--- src/rtl/if_fetch_ctrl_pkg.sv ---
// Shared definitions for the instruction-fetch sequencing controller:
// FSM state encoding and the word-address width used for PC targets.
package if_fetch_ctrl_pkg;

    localparam int ADDR_W = 30;

    typedef logic [ADDR_W-1:0] word_addr_t;

    typedef enum logic [1:0] {
        BOOT = 2'd0,
        RUN  = 2'd1,
        HOLD = 2'd2,
        PEND = 2'd3
    } fetch_state_e;

endpackage

--- src/rtl/if_fetch_ctrl_stall_timer.sv ---
// Consecutive-stall counter for the fetch controller: saturates at MAX_STALL
// and latches a sticky timeout flag that only reset clears.
module if_fetch_ctrl_stall_timer #(
    parameter int MAX_STALL = 255
) (
    input  logic clk,
    input  logic rst,
    input  logic stall_cycle,
    output logic stall_timeout
);

    localparam logic [7:0] MAX_CNT = 8'(MAX_STALL);

    logic [7:0] stall_cnt;
    logic [7:0] cnt_next;

    // Any cycle that is not a stall ends the run and restarts the count.
    always_comb begin
        cnt_next = '0;
        if (stall_cycle) begin
            cnt_next = (stall_cnt == MAX_CNT) ? MAX_CNT : stall_cnt + 8'd1;
        end
    end

    always_ff @(posedge clk) begin
        if (rst) begin
            stall_cnt     <= '0;
            stall_timeout <= 1'b0;
        end else begin
            stall_cnt <= cnt_next;
            if (stall_cycle && (cnt_next == MAX_CNT)) begin
                stall_timeout <= 1'b1;
            end
        end
    end

endmodule

--- src/rtl/if_fetch_ctrl.sv ---
// Instruction-fetch sequencing controller: PC hold/advance/redirect, pipeline
// flushes, boot hold-off and stall watchdog. Optional macro:
// IF_FETCH_CTRL_PERF_CNT_EN adds redirect and stall-cycle performance counters.
module if_fetch_ctrl
    import if_fetch_ctrl_pkg::*;
#(
    parameter int BOOT_CYCLES = 2,
    parameter int MAX_STALL   = 255
) (
    input  logic        clk,
    input  logic        rst,
    input  logic        load_use_stall,
    input  logic        mem_busy,
    input  logic        id_jump,
    input  word_addr_t  id_jump_target,
    input  logic        ex_branch,
    input  word_addr_t  ex_branch_target,
    output logic        pc_stall,
    output logic        pc_src,
    output word_addr_t  target_pc_addr,
`ifdef IF_FETCH_CTRL_PERF_CNT_EN
    output logic [31:0] perf_redirects,
    output logic [31:0] perf_stall_cycles,
`endif
    output logic        if_id_flush,
    output logic        id_ex_flush,
    output logic        stall_timeout
);

    localparam logic [3:0] BOOT_LAST = 4'(BOOT_CYCLES - 1);

    fetch_state_e state;
    fetch_state_e state_next;
    logic [3:0]   boot_cnt;
    word_addr_t   pend_target;
    word_addr_t   sel_target;
    logic         stall_req;
    logic         redirect;
    logic         stall_cycle;

    assign stall_req = load_use_stall | mem_busy;
    assign redirect  = ex_branch | id_jump;
    // EX holds the older instruction, so its branch wins over an ID jump.
    assign sel_target = ex_branch ? ex_branch_target : id_jump_target;

    always_ff @(posedge clk) begin
        if (rst) begin
            state       <= BOOT;
            boot_cnt    <= '0;
            pend_target <= '0;
        end else begin
            state <= state_next;
            if (state == BOOT) begin
                boot_cnt <= boot_cnt + 4'd1;
            end
            if ((state == RUN) && redirect && stall_req) begin
                pend_target <= sel_target;
            end
        end
    end

    always_comb begin
        state_next = state;
        case (state)
            BOOT: begin
                if (boot_cnt == BOOT_LAST) begin
                    state_next = RUN;
                end
            end
            RUN: begin
                if (stall_req) begin
                    state_next = redirect ? PEND : HOLD;
                end
            end
            HOLD, PEND: begin
                if (!stall_req) begin
                    state_next = RUN;
                end
            end
            default: state_next = BOOT;
        endcase
    end

    // While frozen (HOLD/PEND) the younger stages are squashed or stalled,
    // so their redirect inputs carry nothing valid and are not looked at.
    always_comb begin
        pc_stall       = 1'b0;
        pc_src         = 1'b0;
        target_pc_addr = '0;
        if_id_flush    = 1'b0;
        id_ex_flush    = 1'b0;
        case (state)
            BOOT: begin
                pc_stall = 1'b1;
            end
            RUN: begin
                pc_stall       = stall_req;
                pc_src         = redirect & ~stall_req;
                target_pc_addr = sel_target;
                if_id_flush    = redirect;
                id_ex_flush    = ex_branch;
            end
            HOLD: begin
                pc_stall = stall_req;
            end
            PEND: begin
                pc_stall       = stall_req;
                pc_src         = ~stall_req;
                target_pc_addr = pend_target;
            end
            default: begin
                pc_stall = 1'b1;
            end
        endcase
    end

    assign stall_cycle = pc_stall & (state != BOOT);

    if_fetch_ctrl_stall_timer #(
        .MAX_STALL (MAX_STALL)
    ) u_stall_timer (
        .clk           (clk),
        .rst           (rst),
        .stall_cycle   (stall_cycle),
        .stall_timeout (stall_timeout)
    );

`ifdef IF_FETCH_CTRL_PERF_CNT_EN
    always_ff @(posedge clk) begin
        if (rst) begin
            perf_redirects    <= '0;
            perf_stall_cycles <= '0;
        end else begin
            if (pc_src) begin
                perf_redirects <= perf_redirects + 32'd1;
            end
            if (stall_cycle) begin
                perf_stall_cycles <= perf_stall_cycles + 32'd1;
            end
        end
    end
`endif

endmodule

--- config.mk ---
export PLATFORM = sky130hd
export DESIGN_NAME = if_fetch_ctrl
export DESIGN_NICKNAME = d
export VERILOG_FILES = /design/src/rtl/if_fetch_ctrl_pkg.sv /design/src/rtl/if_fetch_ctrl_stall_timer.sv /design/src/rtl/if_fetch_ctrl.sv
export SDC_FILE = /design/constraint.sdc
export NUM_CORES = 1
export LEC_CHECK = 0
export CAP_MARGIN = 40
export CORE_MARGIN = 4
export CORE_UTILIZATION = 47
export CTS_BUF_LIST = sky130_fd_sc_hd__clkbuf_16
export DETAILED_ROUTE_END_ITERATION = 6
export GPL_TIMING_DRIVEN = 0
export PLACE_DENSITY_LB_ADDON = 0.15
export SETUP_SLACK_MARGIN = 0.2
export SYNTH_ARGS = -nofsm -noshare
export SYNTH_HDL_FRONTEND = slang
export SYNTH_SLANG_ARGS = --single-unit
--- constraint.sdc ---
create_clock -name clk -period 4.42 [get_ports clk]
set_input_delay 1.326 -clock clk [delete_from_list [all_inputs] [get_ports clk]]
set_output_delay 1.326 -clock clk [all_outputs]
set_load 0.005 [all_outputs]
Word level (Yosys, flattened, before mapping) --
Cells that the tools add are included.
Operators by class: bitwise gates (word level) 5, add/subtract/negate cells 2, equality and inequality tests 9, reduce and logical (&&, ||, !) cells 8, mux-type cells 13
Operator list (count):
- case mux 30 bit (2 select lines) | 1
- two-way mux 30 bit | 1
- == test 8 bit (second input constant) | 2
- two-way mux 8 bit | 2
- adder 8 x 1 -> 8 bit (second input constant) | 1
- two-way mux 2 bit | 3
- case mux 2 bit (3 select lines) | 1
- adder 4 x 1 -> 4 bit (second input constant) | 1
- == test 2 bit (second input constant) | 2
- == test 4 x 1 -> 1 bit (second input constant) | 1
- != test 2 bit (second input constant) | 2
- case mux 1 bit (2 select lines) | 2
- logical AND 1 bit | 3
- two-way mux 1 bit | 3
- AND reduction 3 bit | 1
- OR reduction 3 bit | 1
- bitwise AND 1 bit | 2
- == test 2 x 1 -> 1 bit (second input constant) | 1
- zero test 2 bit | 1
- != test 2 x 1 -> 1 bit (second input constant) | 1
- OR 1 bit | 2
- nonzero test 2 bit | 1
- OR reduction 2 bit | 1
- NOT 1 bit | 1
Storage, ports and cells: flip-flop bits (word level) 45, logic and storage cells 42

Longest topological paths before layout --
depth in word-level cells 7, gate-level depth with buffers 6, depth with buffers taken out 5

Hierarchy --
A second synthesis with hierarchy kept.
Unflattened totals: cells, all modules 343, area total of the unflattened synthesis 2864.0 um^2
Modules (own cells, without submodules):
- if_fetch_ctrl | area an instance 2463.6 um^2, times used 1, seq. area each 720.7 um^2, cells each 302
- if_fetch_ctrl_stall_timer | area an instance 400.4 um^2, times used 1, seq. area each 180.2 um^2, cells each 41

Worst setup path after synthesis --
No wires, ideal clock.
path type input to output, from input ex_branch, to output target_pc_addr[1], required time 3.094 ns, arrival 2.283 ns, cell stages on the path 5, setup slack 0.811 ns, path through clkbuf_1 > buf_2 > mux2i_1 > o21ai_0 > and2_1
On the way: cells in the longest elaborated chain, start to end 2
Ends and longest elaborated chain:
- from (decl) | line if_fetch_ctrl.sv:16 | input logic ex_branch,
- two-way mux 30 bit | line if_fetch_ctrl.sv:44 | assign sel_target = ex_branch ? ex_branch_target : id_jump_target;
- case mux 30 bit (2 select lines) | line if_fetch_ctrl.sv:92 | case (state)
- to (decl) | line if_fetch_ctrl.sv:20 | output word_addr_t target_pc_addr,
No other way between the ends.

Worst setup path after layout --
from input ex_branch, to output target_pc_addr[21]
The elaborated chain is that of the path after synthesis.

==> results.sh <==
export IMPL_drtIter0Drc=191
export IMPL_ys_ff_latch=45
export IMPL_core_area_um2=5170
export IMPL_post_dp_cell_area_um2=3610
export IMPL_syn_area_um2=2550
export IMPL_p_seq_share_pct=33.4
export IMPL_path_cells="clkbuf_2 -> buf_4 -> mux2i_2 -> o21ai_0 -> and2_1 -> clkdlybuf4s50_1"
export IMPL_hold_path_startpoint="u_stall_timer.stall_timeout"
export IMPL_holdPathEnd="u_stall_timer.stall_timeout"
export IMPL_gr_total_overflow=0
export IMPL_synth_edf_count=0
export IMPL_placed_cells=493
export IMPL_cp_top_family="buffers and inverters"
export IMPL_numCtsBuffers=5
export IMPL_slew_violations=0
export IMPL_layout_commonest_cell="clkdlybuf4s50_1"
export IMPL_io_buffers=98
export IMPL_antenna_left=0
export IMPL_grt_usage_pct=22.7
export IMPL_fin_crit_ns=4.15
export IMPL_worst_setup_path_start_kind="primary input"
export IMPL_ir_drop_mv=0.221
export IMPL_r2r_start="state[1]"
export IMPL_reg2reg_slack_ns=2.54
export IMPL_cpMaxStageDelayCell="clkdlybuf4s50_1"
export IMPL_setup_viol=0
export IMPL_row_count=26
export IMPL_hold_path_depth=2
export IMPL_clk_pin_slew_ns=0.06
export IMPL_ys_seq_area_share_pct=35.4
export IMPL_tightest_slew_ns=0.512
export IMPL_swShare_pct=30.8
export IMPL_start_util_pct=49.2
export IMPL_synth_nets=394
export IMPL_status="finished clean"
export IMPL_clock_sinks=45
export IMPL_vias_per_cell=5.32
export IMPL_cts_root_buf="clkbuf_16"
export IMPL_areaGrowthSynthToFinish_pct=50.1
export IMPL_gp_congestion=0.863
export IMPL_drive_gt1_share_pct=5.80
export IMPL_reg2reg_depth=5
export IMPL_finalNonFillerCells=501
export IMPL_utilization_pct=73.9
export IMPL_leakagePower_nw=1.40
export IMPL_end_kind="primary output"
export IMPL_clkLatencyLatePin_ns=0.28
export IMPL_fin_crit_sh_pct=93.9
export IMPL_cts_buffer_depth=2
export IMPL_synthArstFlopShare_pct=0
export IMPL_clock_skew_ns=0.00339
export IMPL_syn_inst=325
export IMPL_grt_max_degree=15
export IMPL_p_int_mw=1.12
export IMPL_first_pass_iters=4
export IMPL_power_density_nw_per_um2=422
export IMPL_slowest_delay_ns=0.46
export IMPL_hold_buffers=0
export IMPL_routed_wl_um=7300
export IMPL_antenna_found_initial=0
export IMPL_cts_tree="yes"
export IMPL_pin_count=101
export IMPL_die_area_um2=6660
export IMPL_maxSlewHeadroom_pct=65.9
export IMPL_ys_warn_count=0
export IMPL_die_h_um=81.6
export IMPL_n_antenna_cell=0
export IMPL_synthFlopType="dfxtp_1"
export IMPL_hold_ws_ns=0.477
export IMPL_crit_path_max_fanout=10
export IMPL_crit_required_ns=3.09
export IMPL_p_clk_share_pct=29.7
export IMPL_via_count=2665
export IMPL_dp_hpwl_um=5370
export IMPL_drcViolationCount=0
export IMPL_avgSynthCellArea_um2=7.83
export IMPL_grt_pass1_vias=2626
export IMPL_h_tree_depth=2
export IMPL_fmax_mhz=241
export IMPL_wl_per_cell_um=14.6
export IMPL_maxCapViolations=0
export IMPL_grt_pass1_wl_um=11900
export IMPL_critical_path_buf_inv_count=3
export IMPL_comb_power_share_pct=36.9
export IMPL_fin_nets=499
export IMPL_p_switching_mw=0.497
export IMPL_p_total_mw=1.61
export IMPL_hp_class="register to register"
export IMPL_postCtsSetupBuffers=0
export IMPL_rsz0062_at_grt="true"
export IMPL_die_x_um=81.6
export IMPL_crit_type="primary input to primary output"
export IMPL_arrival_ns=2.83
export IMPL_worstReg2RegEnd="pend_target[11]"
export IMPL_synthDistinctLibCells=36
export IMPL_fin_area_um2=3820
export IMPL_final_hold_viol_count=0
export IMPL_final_cell_mix="clkdlybuf4s50_1 (98), dfxtp_1 (45), nor2_1 (43)"
-- per-layer routing --
metal	global-route usage [%]	vias up	routed length (µm)
met4	8.31	0	153
met5	0	-	0
met3	5.59	13	510
li1	-	1341	-
met2	39.5	93	3570
met1	27.0	1218	3070
-- worst max path at each step --
stage               startpoint            endpoint  slack [ns]  depth (start not counted)
floorplan            ex_branch   target_pc_addr[1]        0.81                          5
global placement     ex_branch  target_pc_addr[21]     -0.0002                          6
CTS                  ex_branch  target_pc_addr[11]        0.24                          6
detailed placement   ex_branch  target_pc_addr[21]       -0.01                          6
finish               ex_branch  target_pc_addr[21]        0.27                          6
global route         ex_branch  target_pc_addr[19]        0.19                          6
-- synth_stat cells, types with 2 or more instances --
master	n	area share [%]
dfxtp_1	45	35
and3_1	2	0.49
a31oi_1	2	0.49
and2_1	30	7.4
nand2b_1	3	0.74
ha_1	3	1.5
o21ai_0	32	6.3
mux2i_1	30	12
nand3_1	2	0.39
buf_2	7	1.4
inv_1	4	0.59
clkbuf_1	20	2.9
and4_1	2	0.69
nand2_1	35	5.2
nand4_1	4	0.98
nor2_1	43	6.3
a211oi_1	31	9.1
xor2_1	3	1.0
a21oi_1	10	2.0
-- worst min-delay path, stage by stage, from the launching register on --
cell and delay, ns:
dfxtp_1 0.31, inv_1 0.06, o32ai_2 0.06
-- power by group through the flow --
stage / Combinational [mW] / Clock [mW] / Sequential [mW]
floorplan: 0.322 / 0 / 0.533
global placement: 0.580 / 0 / 0.543
detailed placement: 0.589 / 0 / 0.547
CTS: 0.598 / 0.483 / 0.538
global route: 0.662 / 0.497 / 0.548
finish: 0.595 / 0.480 / 0.539
-- state kept, by name (all words and copies together) (netlist names) --
register and count:
u_stall_timer.stall_timeout 1, state 2, pend_target 30, u_stall_timer.stall_cnt 8, boot_cnt 4
-- cell families (layout without fill, tap and decap cells) --
family,after synthesis,count (layout),share of synthesized area (%)
adder cells (fa/ha/maj),3,3,1.47
XOR/XNOR,4,4,1.38
AO/OA/AOI/OAI,82,82,20.6
flip-flops,45,45,35.4
buffers and inverters,34,140,5.40
multiplexers,30,30,11.8
AND/OR/NAND/NOR,127,127,23.9
-- cell type report --
class | instances | area, µm²
plain buffers | 29 | 128
clock buffers | 5 | 125
clock inverters | 3 | 65.1
fillers | 432 | 1350
inverters | 5 | 18.8
multi-input cells | 246 | 1520
flip-flops and latches | 45 | 901
well taps | 70 | 87.6
repair buffers | 98 | 981
-- repair_timing --
item | CTS | global route
gates resized for setup | 3 | 3
cloned | 0 | 0
endpoints found under the setup margin | 28 | 11
-- stage by stage --
step           worst slack (ns)   TNS [ns]
2_1_floorplan             0.811          0
3_3_place_gp          -0.000193  -0.000193
3_5_place_dp            -0.0114    -0.0114
4_1_cts                   0.237          0
6_report                  0.268          0
5_1_grt                   0.186          0
No activity file was read; power rests on OpenSTA's default activity.
